[config.mk]
export PLATFORM = sky130hd
export DESIGN_NAME = hs_byte_tx_seq
export DESIGN_NICKNAME = d
export VERILOG_FILES = /design/src/rtl/hs_byte_tx_seq.sv
export SDC_FILE = /design/constraint.sdc
export NUM_CORES = 1
export LEC_CHECK = 0
export CORE_MARGIN = 2
export CORE_UTILIZATION = 45
export CTS_CLUSTER_DIAMETER = 30
export DETAILED_ROUTE_END_ITERATION = 8
export PLACE_DENSITY_LB_ADDON = 0.05
export REMOVE_ABC_BUFFERS = 1
export SLEW_MARGIN = 20
export SYNTH_ARGS = -nofsm -noshare
export SYNTH_HDL_FRONTEND = slang
export SYNTH_SLANG_ARGS = --single-unit
[constraint.sdc]
create_clock -name clk -period 2 [get_ports clk]
set_input_delay 0.5 -clock clk [delete_from_list [all_inputs] [get_ports clk]]
set_output_delay 0.5 -clock clk [all_outputs]
set_load 0.05 [all_outputs]
[src/rtl/hs_byte_tx_seq.sv]
// High-speed lane byte sequencer: each burst is a 0x00 leader, a 0xB8 sync byte,
// the accepted payload and an inverted-last-bit trailer, followed by one gap cycle.
module hs_byte_tx_seq #(
  parameter int ZERO_BYTES  = 4,
  parameter int TRAIL_BYTES = 2
) (
  input  logic       clk,
  input  logic       rst_n,
  input  logic [7:0] in_byte,
  input  logic       in_valid,
  input  logic       in_last,
  output logic       in_ready,
  input  logic       clr_err,
  output logic [7:0] hs_byte,
  output logic       hs_valid,
  output logic       busy,
  output logic       underflow
);

  typedef enum logic [2:0] {IDLE, ZERO, SYNC, DATA, TRAIL, GAP} state_t;

  localparam logic [7:0] SYNC_BYTE  = 8'hB8;
  localparam logic [3:0] ZERO_LOAD  = 4'(ZERO_BYTES - 1);
  localparam logic [3:0] TRAIL_LOAD = 4'(TRAIL_BYTES - 1);

  generate
    if (ZERO_BYTES < 1 || ZERO_BYTES > 15 || TRAIL_BYTES < 1 || TRAIL_BYTES > 15) begin : g_bad_param
      $error("hs_byte_tx_seq: ZERO_BYTES and TRAIL_BYTES must be in 1..15");
    end
  endgenerate

  // Trailer drives the complement of the final lane bit (MSB, sent last).
  function automatic logic [7:0] trail_of(input logic [7:0] last_byte);
    return {8{~last_byte[7]}};
  endfunction

  state_t     state;
  logic [3:0] cnt;

  always_ff @(posedge clk or negedge rst_n) begin
    if (!rst_n) begin
      state     <= IDLE;
      cnt       <= '0;
      hs_byte   <= 8'h00;
      hs_valid  <= 1'b0;
      busy      <= 1'b0;
      in_ready  <= 1'b0;
      underflow <= 1'b0;
    end else begin
      if (clr_err)
        underflow <= 1'b0;

      case (state)
        IDLE: begin
          hs_byte  <= 8'h00;
          hs_valid <= 1'b0;
          in_ready <= 1'b0;
          busy     <= 1'b0;
          if (in_valid) begin
            state    <= ZERO;
            cnt      <= ZERO_LOAD;
            hs_byte  <= 8'h00;
            hs_valid <= 1'b1;
            busy     <= 1'b1;
          end
        end

        ZERO: begin
          if (cnt == 4'd0) begin
            state    <= SYNC;
            hs_byte  <= SYNC_BYTE;
            in_ready <= 1'b1;
          end else begin
            cnt <= cnt - 4'd1;
          end
        end

        // in_ready is always set in SYNC; in DATA it drops once in_last is taken.
        SYNC, DATA: begin
          if (in_ready && in_valid) begin
            state    <= DATA;
            hs_byte  <= in_byte;
            in_ready <= ~in_last;
          end else begin
            state    <= TRAIL;
            cnt      <= TRAIL_LOAD;
            hs_byte  <= trail_of(hs_byte);
            in_ready <= 1'b0;
            if (in_ready)
              underflow <= 1'b1;
          end
        end

        TRAIL: begin
          if (cnt == 4'd0) begin
            state    <= GAP;
            hs_byte  <= 8'h00;
            hs_valid <= 1'b0;
          end else begin
            cnt <= cnt - 4'd1;
          end
        end

        GAP: begin
          state <= IDLE;
          busy  <= 1'b0;
        end

        default: begin
          state    <= IDLE;
          hs_byte  <= 8'h00;
          hs_valid <= 1'b0;
          busy     <= 1'b0;
          in_ready <= 1'b0;
        end
      endcase
    end
  end

endmodule

==> results of run 1 <==
## repair_timing
action                     4_1_cts  5_1_grt
setup endpoints to repair        0        3
resized for setup                0        3
hold endpoints to repair         0        0
## Yosys cell counts, types with 2 or more instances
cell type / count
dfrtp_1: 19
a21oi_1: 7
inv_1: 7
o2bb2ai_1: 7
nor2_1: 6
a31oi_1: 5
nor3_1: 5
nand2_1: 4
buf_2: 3
mux2_4: 3
o21ai_0: 3
o21ai_1: 3
clkbuf_1: 2
mux2i_1: 2
nor2b_1: 2
o31ai_1: 2
o32ai_1: 2
## registers in the layout, summed over array words and instances (netlist names)
register   cells
cnt            4
in_ready       1
underflow      1
busy           1
hs_valid       1
state          3
hs_byte        8
## per-layer routing
metal,part of all wire (%),wire length (um)
met1,48,1056
met2,46,1014
met4,1.5,32
met5,0,0
met3,4.0,88
## logic make-up (layout without fill, tap and decap cells)
logic type | after synthesis | in the layout | share of synthesized area, %
buffers and inverters | 14 | 40 | 6.219
XOR/XNOR | 1 | 1 | 0.8538
AND/OR/NAND/NOR | 23 | 23 | 12.93
multiplexers | 5 | 5 | 6.341
AO/OA/AOI/OAI | 38 | 38 | 26.10
adder cells (fa/ha/maj) | 1 | 1 | 1.219
flip-flops | 19 | 19 | 46.34
## metrics by stage
stage	worst slack (ps)	utilization (%)
after floorplan	266.5	-
after global placement	75.96	58.48
after detailed placement	32.05	58.48
after CTS	13.59	59.68
after global routing	3.363	60.02
final	33.17	60.02
## power groups by stage
stage	sequential, mW	combinational [mW]	clock (mW)
after floorplan	1.10	0.773	0
final	0.755	1.52	0.202
after global placement	0.762	1.52	0
after global routing	0.789	1.65	0.225
after CTS	0.758	1.54	0.210
after detailed placement	0.766	1.53	0
## final cells by class
class	instances	area, um2
fill	193	875.8
multi-input combinational	68	486.7
sequential	19	475.5
timing repair buffer	29	265.3
tap	28	35.03
clock buffer	4	26.28
inverter	7	26.28
## how the worst max path moves through the flow
stage | to | slack, ps | start | cells after the start
6_report | underflow | 30 | underflow | 1
5_1_grt | underflow | 3 | underflow | 1
4_1_cts | hs_byte[6] | 10 | hs_byte[6] | 1
3_5_place_dp | cnt[1] | 30 | in_valid | 6
3_3_place_gp | hs_byte[5] | 80 | in_valid | 5
2_1_floorplan | hs_byte[4] | 270 | in_ready | 4
==> summary.md, run 1 <==
| Metric | Value |
|---|---|
| Register share of total power | `30.5%` |
| Slowest CP cell | `clkdlybuf4s50_1` |
| Pwr dens | `1885 mW/mm2` |
| Final period util | `98.34%` |
| Worst IR drop on VDD | `1203 uV` |
| DRT iter0 DRCs | `12` |
| Gr ovfl total | `0` |
| Worst EP required | `1500 ps` |
| Pre-antenna DRT Iters | `4` |
| Worst slew margin | `63.69%` |
| Critical path class | `flop to primary output` |
| Layer with the highest usage | `met2` |
| Hold Fails Final Rpt | `0` |
| Port buffer count | `24` |
| Vias per cell | `5.477` |
| Leading area contributor after synthesis | `dfrtp_1` |
| DRC viols | `0` |
| Reg clk slew, reported paths | `110 ps` |
| Async set or reset register ratio after synthesis | `100.0%` |
| Setup violators final | `0` |
| Slew @ Worst Pin | `537.1 ps` |
| Delay-heaviest family, CP | `buffers and inverters` |
| Post-Syn Area per Cell | `10.16 um2` |
| HP Class | `flop to flop` |
| Root Buffer | `clkbuf_4` |
| Max stage delay on crit path | `800 ps` |
| Worst Hold Endpoint | `hs_byte[1]` |
| GP Congestion | `0.8545` |
| HPWL Detailed | `1575 um` |
| Reg-to-Reg Start | `cnt[0]` |
| Die Span X | `51.75 um` |
| # rows | `17` |
| Hold Crit Depth | `1` |
| Clock power frac | `8.2%` |
| Tmin final | `1967 ps` |
| Sw power | `1.199 mW` |
| Leakage | `0.6126 nW` |
| Clk sink count | `19` |
| Synthesized area | `0.001026 mm2` |
| Yosys warning total | `0` |
| PnR Total Power | `2.478 mW` |
| Status | `completed` |
| Int Pwr | `1.279 mW` |
| Fin Clk Skew | `5.565 ps` |
| Met2 Track Usage GR | `28.63%` |
| Core area | `0.002191 mm2` |
| Distinct cell type count of the synthesized netlist | `36` |
| CP Launch Type | `flop` |
| Initial Utilization | `46.83%` |
| Comb power frac | `61.4%` |
| Crit-path cells | `clkdlybuf4s50_1` |
| GR Util met3 | `2.586%` |
| ANT nets after route | `0` |
| IO Pins | `25` |
| WL per Instance | `14.14 um` |
| Commonest non-fill, non-tap cell in the layout | `dfrtp_1` |
| Main synth FF type | `dfrtp_1` |
| Final slew viol count | `0` |
| Gate Count Post-Synth | `101` |
| Post-place instance area | `0.001281 mm2` |
| Dpl cells | `151` |
| P&R area growth vs syn | `28.17%` |
| Number of flops mapped to enable cells by yosys | `0` |
| Most frequent cells in the layout | `dfrtp_1 (19), clkdlybuf4s50_1 (13), buf_4 (13)` |
| Ratio of cells with drive above 1 in the final layout | `18.90%` |
| Flop-to-flop setup slack | `270 ps` |
| Hold path start | `hs_byte[1]` |
| CP arrival | `1470 ps` |
| CTS tree | `built` |
| Nets | `142` |
| Bufs and invs on worst path | `1` |
| Vias in the first global route | `815` |
| RSZ-0062 raised after global routing | `false` |
| Postcts setup bufs | `0` |
| Die area | `0.002678 mm2` |
| Switching share of total power | `48.37%` |
| Met1 Track Usage GR | `26.34%` |
| Total CTS buffers | `3` |
| Synth area leaders | `dfrtp_1 (46%), o2bb2ai_1 (6.0%), mux2_4 (4.4%)` |
| Final instance area | `0.001315 mm2` |
| Share of the synthesized area in the top cell type | `46.34%` |
| Worst hold slack | `502.6 ps` |
| Vias | `849` |
| Hold_buf cts | `0` |
| Final wirelength | `2192 um` |
| H-tree levels | `1` |
| Yosys reg bits | `19` |
| Largest net degree at the start of global routing | `20` |
| Die span in y | `51.75 um` |
| Fin Setup TNS | `0 ps` |
| Max-cap viol count | `0` |
| Reg2Reg Depth | `6` |
| Non-filler cells, final | `155` |
| Longest Clk Path Bufs | `2` |
| # diodes | `0` |
| CP Max Fanout | `2` |
| Sequential share of the synthesized area | `46.34%` |
| First-pass GRT wire length | `3670 um` |
| Clock Latency Late Sink | `300 ps` |
| Gr usage total | `18.85%` |
| Initial antenna violation count | `0` |
| Critical Path Sink Type | `primary output` |
| F_max | `0.5084 GHz` |
| End of the worst register-to-register path | `hs_byte[5]` |
Note: power is estimated with default switching activity, not from simulation.
==> run 2: changes to the inputs <==
--- a/config.mk
+++ b/config.mk
@@ -5,10 +5,13 @@
 export SDC_FILE = /design/constraint.sdc
 export NUM_CORES = 1
 export LEC_CHECK = 0
+export CELL_PAD_IN_SITES_DETAIL_PLACEMENT = 1
+export CELL_PAD_IN_SITES_GLOBAL_PLACEMENT = 2
 export CORE_MARGIN = 2
-export CORE_UTILIZATION = 45
+export CORE_UTILIZATION = 29
 export CTS_CLUSTER_DIAMETER = 30
 export DETAILED_ROUTE_END_ITERATION = 8
+export HOLD_SLACK_MARGIN = 0.06
 export PLACE_DENSITY_LB_ADDON = 0.05
 export REMOVE_ABC_BUFFERS = 1
 export SLEW_MARGIN = 20
==> run 2 against run 1 <==
Via count increased by 4.2%. Combinational power up 5%. Total power increased by 2.9%. Critical endpoint is now hs_byte[4]. Count of clock-buffer cells in the layout down 1. Die area is 50% higher. Highest routed layer unchanged. Non-clock buffer count rose by 2. Largest power group unchanged. Sequential power fell by 0.5%. Cell area is 4.2% higher.
==> summary.md, run 2 (synthesis results as in run 1) <==
| Metric | Value |
|---|---|
| Status | `completed (unchanged)` |
| DRT iter0 DRCs | `33 (was 12)` |
| Area of the multi-input gates | `486.7 um2 (unchanged)` |
| Vias per cell | `5.057 (was 5.477)` |
| Largest net degree at the start of global routing | `20 (unchanged)` |
| # diodes | `0 (unchanged)` |
| End of the worst register-to-register path | `hs_byte[4] (was hs_byte[5])` |
| Initial Utilization | `30.51% (was 46.83%)` |
| Clock power frac | `8.2% (about the same)` |
| Worst EP required | `2200 ps (was 1500 ps)` |
| Max stage delay on crit path | `400 ps (was 800 ps)` |
| Reg clk slew, reported paths | `130 ps (was 110 ps)` |
| Slew @ Worst Pin | `521.8 ps (was 537.1 ps)` |
| Switching share of total power | `49.14% (was 48.37%)` |
| Dpl cells | `171 (was 151)` |
| Root Buffer | `clkbuf_4 (unchanged)` |
| Critical Path Sink Type | `flop (was primary output)` |
| Bufs and invs on worst path | `1 (unchanged)` |
| ANT nets after route | `0 (unchanged)` |
| Comb power frac | `62.4% (was 61.4%)` |
| P&R area growth vs syn | `33.54% (was 28.17%)` |
| Hold path start | `hs_byte[2] (was hs_byte[1])` |
| Port buffer count | `24 (unchanged)` |
| Worst IR drop on VDD | `718.7 uV (was 1203 uV)` |
| Reg-to-Reg Start | `cnt[0] (unchanged)` |
| Vias | `885 (was 849)` |
| Hold Crit Depth | `1 (unchanged)` |
| IO Pins | `25 (unchanged)` |
| Longest Clk Path Bufs | `2 (unchanged)` |
| Crit-path cells | `inv_1 > ha_1 > nor3b_4 > o21ai_1 > and2_4 > mux2_4 (was clkdlybuf4s50_1)` |
| Die area | `0.004030 mm2 (was 0.002678 mm2)` |
| Int Pwr | `1.297 mW (was 1.279 mW)` |
| Initial antenna violation count | `0 (unchanged)` |
| Register Area | `475.5 um2 (unchanged)` |
| DRC viols | `0 (unchanged)` |
| CP arrival | `1990 ps (was 1470 ps)` |
| Gr usage total | `14.45% (was 18.85%)` |
| CTS tree | `built (unchanged)` |
| Total CTS buffers | `3 (unchanged)` |
| # rows | `21 (was 17)` |
| Slowest CP cell | `dfrtp_1 (was clkdlybuf4s50_1)` |
| CP Max Fanout | `7 (was 2)` |
| Gr ovfl total | `0 (unchanged)` |
| Hold Fails Final Rpt | `0 (unchanged)` |
| Final wirelength | `2676 um (was 2192 um)` |
| Final slew viol count | `0 (unchanged)` |
| Critical path class | `flop to flop (was flop to primary output)` |
| Nets | `144 (was 142)` |
| Sw power | `1.253 mW (was 1.199 mW)` |
| Pre-antenna DRT Iters | `4 (unchanged)` |
| Die Span X | `63.48 um (was 51.75 um)` |
| First-pass GRT wire length | `4519 um (was 3670 um)` |
| WL per Instance | `15.29 um (was 14.14 um)` |
| Fill cell count | `415 (was 193)` |
| HP Class | `flop to flop (unchanged)` |
| Pwr dens | `1861 mW/mm2 (was 1885 mW/mm2)` |
| PnR Total Power | `2.550 mW (was 2.478 mW)` |
| Most frequent cells in the layout | `dfrtp_1 (19), buf_4 (13), clkdlybuf4s50_1 (12) (was dfrtp_1 (19), clkdlybuf4s50_1 (13), buf_4 (13))` |
| Post-place instance area | `0.001334 mm2 (was 0.001281 mm2)` |
| Tmin final | `1791 ps (was 1967 ps)` |
| Max reg flops | `8 (unchanged)` |
| Register share of total power | `29.4% (was 30.5%)` |
| Delay-heaviest family, CP | `simple AND/OR/NAND/NOR gates (was buffers and inverters)` |
| Setup violators final | `0 (unchanged)` |
| HPWL Detailed | `1939 um (was 1575 um)` |
| Non-filler cells, final | `175 (was 155)` |
| Clock Latency Late Sink | `300 ps (about the same)` |
| GP Congestion | `0.6858 (was 0.8545)` |
| Worst hold slack | `503.1 ps (was 502.6 ps)` |
| RSZ-0062 raised after global routing | `false (unchanged)` |
| Final period util | `89.54% (was 98.34%)` |
| CP Launch Type | `flop (unchanged)` |
| Die span in y | `63.48 um (was 51.75 um)` |
| H-tree levels | `1 (unchanged)` |
| Max-cap viol count | `0 (unchanged)` |
| Leakage | `0.6497 nW (was 0.6126 nW)` |
| Commonest non-fill, non-tap cell in the layout | `dfrtp_1 (unchanged)` |
| Ratio of cells with drive above 1 in the final layout | `20.16% (was 18.90%)` |
| Hold_buf cts | `0 (unchanged)` |
| Fin Clk Skew | `5.694 ps (was 5.565 ps)` |
| Core area | `0.003363 mm2 (was 0.002191 mm2)` |
| Final instance area | `0.001370 mm2 (was 0.001315 mm2)` |
| Flop-to-flop setup slack | `210 ps (was 270 ps)` |
| Postcts setup bufs | `0 (unchanged)` |
| F_max | `0.5584 GHz (was 0.5084 GHz)` |
| Clk sink count | `19 (unchanged)` |
| Top Registers | `hs_byte: 8 flops, cnt: 4 flops, state: 3 flops (unchanged)` |
| Worst slew margin | `65.21% (was 63.69%)` |
| Vias in the first global route | `894 (was 815)` |
| Largest Register | `hs_byte (unchanged)` |
| Worst Hold Endpoint | `hs_byte[2] (was hs_byte[1])` |
| Reg2Reg Depth | `6 (unchanged)` |
==> run 2: cell count changes in the layout (fill, tap and decap cells not counted), sizes merged <==
cell	change
buf	+1
clkbuf	-1
clkdlybuf4s50	-1
clkinv	+1
dlygate4sd2	+1
dlymetal6s2s	+1
==> run 2: worst max-delay path by stage <==
stage | slack [ps] | cells past startpoint | startpoint | to
finish | 210 | 6 | cnt[0] | hs_byte[4]
global route | 80 | 6 | cnt[0] | hs_byte[4]
CTS | 8 | 1 | hs_byte[2] | hs_byte[2]
detailed placement | -20 | 6 | in_valid | cnt[1]
global placement | 30 | 5 | in_valid | hs_byte[4]
floorplan | 270 | 4 | in_ready | hs_byte[4]
==> run 2: final cells by class <==
type / count / area share, %
Tap cell: 46 / 4.201
Inverter: 7 / 1.918
Clock inverter: 1 / 0.3653
Timing Repair Buffer: 31 / 21.64
Multi-Input combinational cell: 68 / 35.53
Clock buffer: 3 / 1.644
Sequential cell: 19 / 34.70
==> run 2: power groups by stage <==
stage          Combinational, mW  Clock, mW  Sequential (mW)
3_3_place_gp                1.59          0            0.759
6_report                    1.59      0.208            0.751
2_1_floorplan              0.773          0             1.10
4_1_cts                     1.61      0.218            0.753
5_1_grt                     1.72      0.240            0.791
3_5_place_dp                1.61          0            0.759
==> run 2: worst register-to-register path, delay by kind of cell (launching register included) <==
family	cells	cell delay (ps)
compound gates	1	120
fa+ha+maj	1	230
buf+inv	1	90
flops	1	400
mux	1	300
simple gates	2	550
==> run 2: timing repair <==
| item | 4_1_cts | 5_1_grt |
|---|---|---|
| pin swaps | 0 | 0 |
| resized for setup | 1 | 4 |
| setup endpoints to repair | 1 | 4 |
==> run 2: metal layers <==
metal	vias up	share of wire, %	GRT usage, %
met2	17	46	21.97
li1	431	-	-
met3	2	4.6	3.750
met5	-	0	0
met4	0	1.0	4.891
met1	435	49	19.84
==> run 2: metrics by stage <==
step | utilization [%] | TNS, ps | setup slack [ps]
floorplan | - | 0 | 266.5
finish | 40.74 | 0 | 209.1
detailed placement | 39.66 | -43.01 | -22.62
global route | 40.74 | 0 | 84.83
CTS | 40.44 | 0 | 7.712
global placement | 39.66 | 0 | 34.37
==> run 3: changes to the inputs <==
--- a/config.mk
+++ b/config.mk
@@ -12,7 +12,7 @@
 export CTS_CLUSTER_DIAMETER = 30
 export DETAILED_ROUTE_END_ITERATION = 8
 export HOLD_SLACK_MARGIN = 0.06
-export PLACE_DENSITY_LB_ADDON = 0.05
+export PLACE_DENSITY = 0.75
 export REMOVE_ABC_BUFFERS = 1
 export SLEW_MARGIN = 20
 export SYNTH_ARGS = -nofsm -noshare
==> run 3 against run 2 <==
Final cell count is 0.57% lower. Via count is 0.11% higher. Cell area is 3.1% lower. Combinational power hardly changed. Wire length is 2.9% lower. Fmax is 0.54% higher. Critical endpoint unchanged. Highest routed layer unchanged.
==> summary.md, run 3 (synthesis results as in run 1) <==
| Metric | Value |
|---|---|
| Final core occ | `39.47% (was 40.74%)` |
| Met1 Track Usage GR | `19.46% (was 19.84%)` |
| CTS resizes | `0 (was 1)` |
| Fin Clk Skew | `4.266 ps (was 5.694 ps)` |
| Longest Clk Path Bufs | `2 (unchanged)` |
| Gr usage total | `13.90% (was 14.45%)` |
| H-tree levels | `1 (unchanged)` |
| Reg clk slew, reported paths | `110 ps (was 130 ps)` |
| Max-cap viol count | `0 (unchanged)` |
| CTS tree | `built (unchanged)` |
| Met2 Track Usage GR | `21.84% (was 21.97%)` |
| Pwr dens | `1899 mW/mm2 (was 1861 mW/mm2)` |
| Hold Fails Final Rpt | `0 (unchanged)` |
| # rows | `21 (unchanged)` |
| Area of the multi-input gates | `486.7 um2 (unchanged)` |
| Max stage delay on crit path | `390 ps (was 400 ps)` |
| Vias per cell | `5.092 (was 5.057)` |
| Total CTS buffers | `3 (unchanged)` |
| Tmin final | `1781 ps (was 1791 ps)` |
| Root Buffer | `clkbuf_4 (unchanged)` |
| CP Max Fanout | `7 (unchanged)` |
| Die area | `0.004030 mm2 (unchanged)` |
| Fin worst setup slack | `218.8 ps (was 209.1 ps)` |
| Vias in the first global route | `913 (was 894)` |
| Register Area | `475.5 um2 (unchanged)` |
| Setup violators final | `0 (unchanged)` |
| Critical Path Sink Type | `flop (unchanged)` |
| Hold_buf cts | `0 (unchanged)` |
| Bufs and invs on worst path | `1 (unchanged)` |
| Initial Utilization | `30.51% (unchanged)` |
| Core area | `0.003363 mm2 (unchanged)` |
| Layer with the highest usage | `met2 (unchanged)` |
| GP Congestion | `0.7752 (was 0.6858)` |
| Worst IR drop on VDD | `756.2 uV (was 718.7 uV)` |
| Clk sink count | `19 (unchanged)` |
| CP Launch Type | `flop (unchanged)` |
| Fill cell count | `417 (was 415)` |
| Worst slew margin | `64.12% (was 65.21%)` |
| Ratio of cells with drive above 1 in the final layout | `22.66% (was 20.16%)` |
| ANT nets after route | `0 (unchanged)` |
| Setup slack at placement | `56.75 ps (was -22.62 ps)` |
| Clock Latency Late Sink | `290 ps (was 300 ps)` |
| F_max | `0.5614 GHz (was 0.5584 GHz)` |
| # diodes | `0 (unchanged)` |
| Crit-path cells | `inv_1 > ha_1 > nor3b_4 > o21ai_1 > and2_4 > mux2_4 (unchanged)` |
| Slew @ Worst Pin | `538.2 ps (was 521.8 ps)` |
| Commonest non-fill, non-tap cell in the layout | `dfrtp_1 (unchanged)` |
| Postcts setup bufs | `0 (unchanged)` |
| Leakage | `0.5728 nW (was 0.6497 nW)` |
| DRC viols | `0 (unchanged)` |
| Final wirelength | `2598 um (was 2676 um)` |
| HPWL Detailed | `1989 um (was 1939 um)` |
| Die span in y | `63.48 um (unchanged)` |
| First-pass GRT wire length | `4409 um (was 4519 um)` |
| Pre-antenna DRT Iters | `4 (unchanged)` |
| Initial antenna violation count | `0 (unchanged)` |
| PnR Total Power | `2.522 mW (was 2.550 mW)` |
| Gr ovfl total | `0 (unchanged)` |
| Critical path class | `flop to flop (unchanged)` |
| Die Span X | `63.48 um (unchanged)` |
| IO Pins | `25 (unchanged)` |
| Vias | `886 (was 885)` |
| Largest Register | `hs_byte (unchanged)` |
| Largest net degree at the start of global routing | `20 (unchanged)` |
| Delay-heaviest family, CP | `simple AND/OR/NAND/NOR gates (unchanged)` |
| GR Util met3 | `1.964% (was 3.750%)` |
| DRT iter0 DRCs | `23 (was 33)` |
| Most frequent cells in the layout | `dfrtp_1 (19), buf_4 (18), clkdlybuf4s50_1 (12) (was dfrtp_1 (19), buf_4 (13), clkdlybuf4s50_1 (12))` |
| Final period util | `89.06% (was 89.54%)` |
| RSZ-0062 raised after global routing | `false (unchanged)` |
| Worst EP required | `2190 ps (was 2200 ps)` |
| Nets | `143 (was 144)` |
| Slowest CP cell | `dfrtp_1 (unchanged)` |
| WL per Instance | `14.93 um (was 15.29 um)` |
| Status | `completed (unchanged)` |
| Fin Setup TNS | `0 ps (unchanged)` |
| Final slew viol count | `0 (unchanged)` |
| Top Registers | `hs_byte: 8 flops, cnt: 4 flops, state: 3 flops (unchanged)` |
| Max reg flops | `8 (unchanged)` |
| Port buffer count | `24 (unchanged)` |
| CP arrival | `1970 ps (was 1990 ps)` |
| HP Class | `flop to flop (unchanged)` |
| P&R area growth vs syn | `29.39% (was 33.54%)` |
==> run 3: worst paths after layout <==
check                           cells after the start    endpoint        from  slack [ps]
worst max-delay path                                6  hs_byte[4]      cnt[0]         220
worst min-delay path                                1  hs_byte[2]  hs_byte[2]         500
worst max register to register                      6  hs_byte[4]      cnt[0]         220
worst min register to register                      1  hs_byte[2]  hs_byte[2]         500
max in group asynchronous                           2  hs_byte[4]       rst_n        1260
min in group asynchronous                           2      cnt[3]       rst_n         530
==> run 3: layout make-up <==
type                    instances  share of cell area, %
repair buffers                 30                  19.23
clock buffers                   4                  1.979
inverters                       7                  1.979
well taps                      46                  4.336
flip-flops and latches         19                  35.82
multi-input cells              68                  36.66
==> run 3: routing by layer <==
metal | part of all wire, % | up-vias
met5 | 0 | -
met4 | 0.58 | 0
met3 | 3.3 | 2
met2 | 47 | 13
met1 | 49 | 438
li1 | - | 433
==> run 3: through the flow <==
step	area, um2	hold slack (ps)	std cells
CTS	1328	510.3	174
global route	1328	531.4	174
global placement	1301	479.6	170
detailed placement	1301	479.4	170
finish	1328	504.6	174
floorplan	988.4	204.4	94
==> run 3: report_power, final <==
group	internal, mW	total, mW	leakage, nW	switching (mW)
Sequential	0.556	0.762	0.239	0.206
Combinational	0.645	1.56	0.318	0.919
Clock	0.0776	0.196	0.0150	0.118
Total	1.28	2.52	0.573	1.24
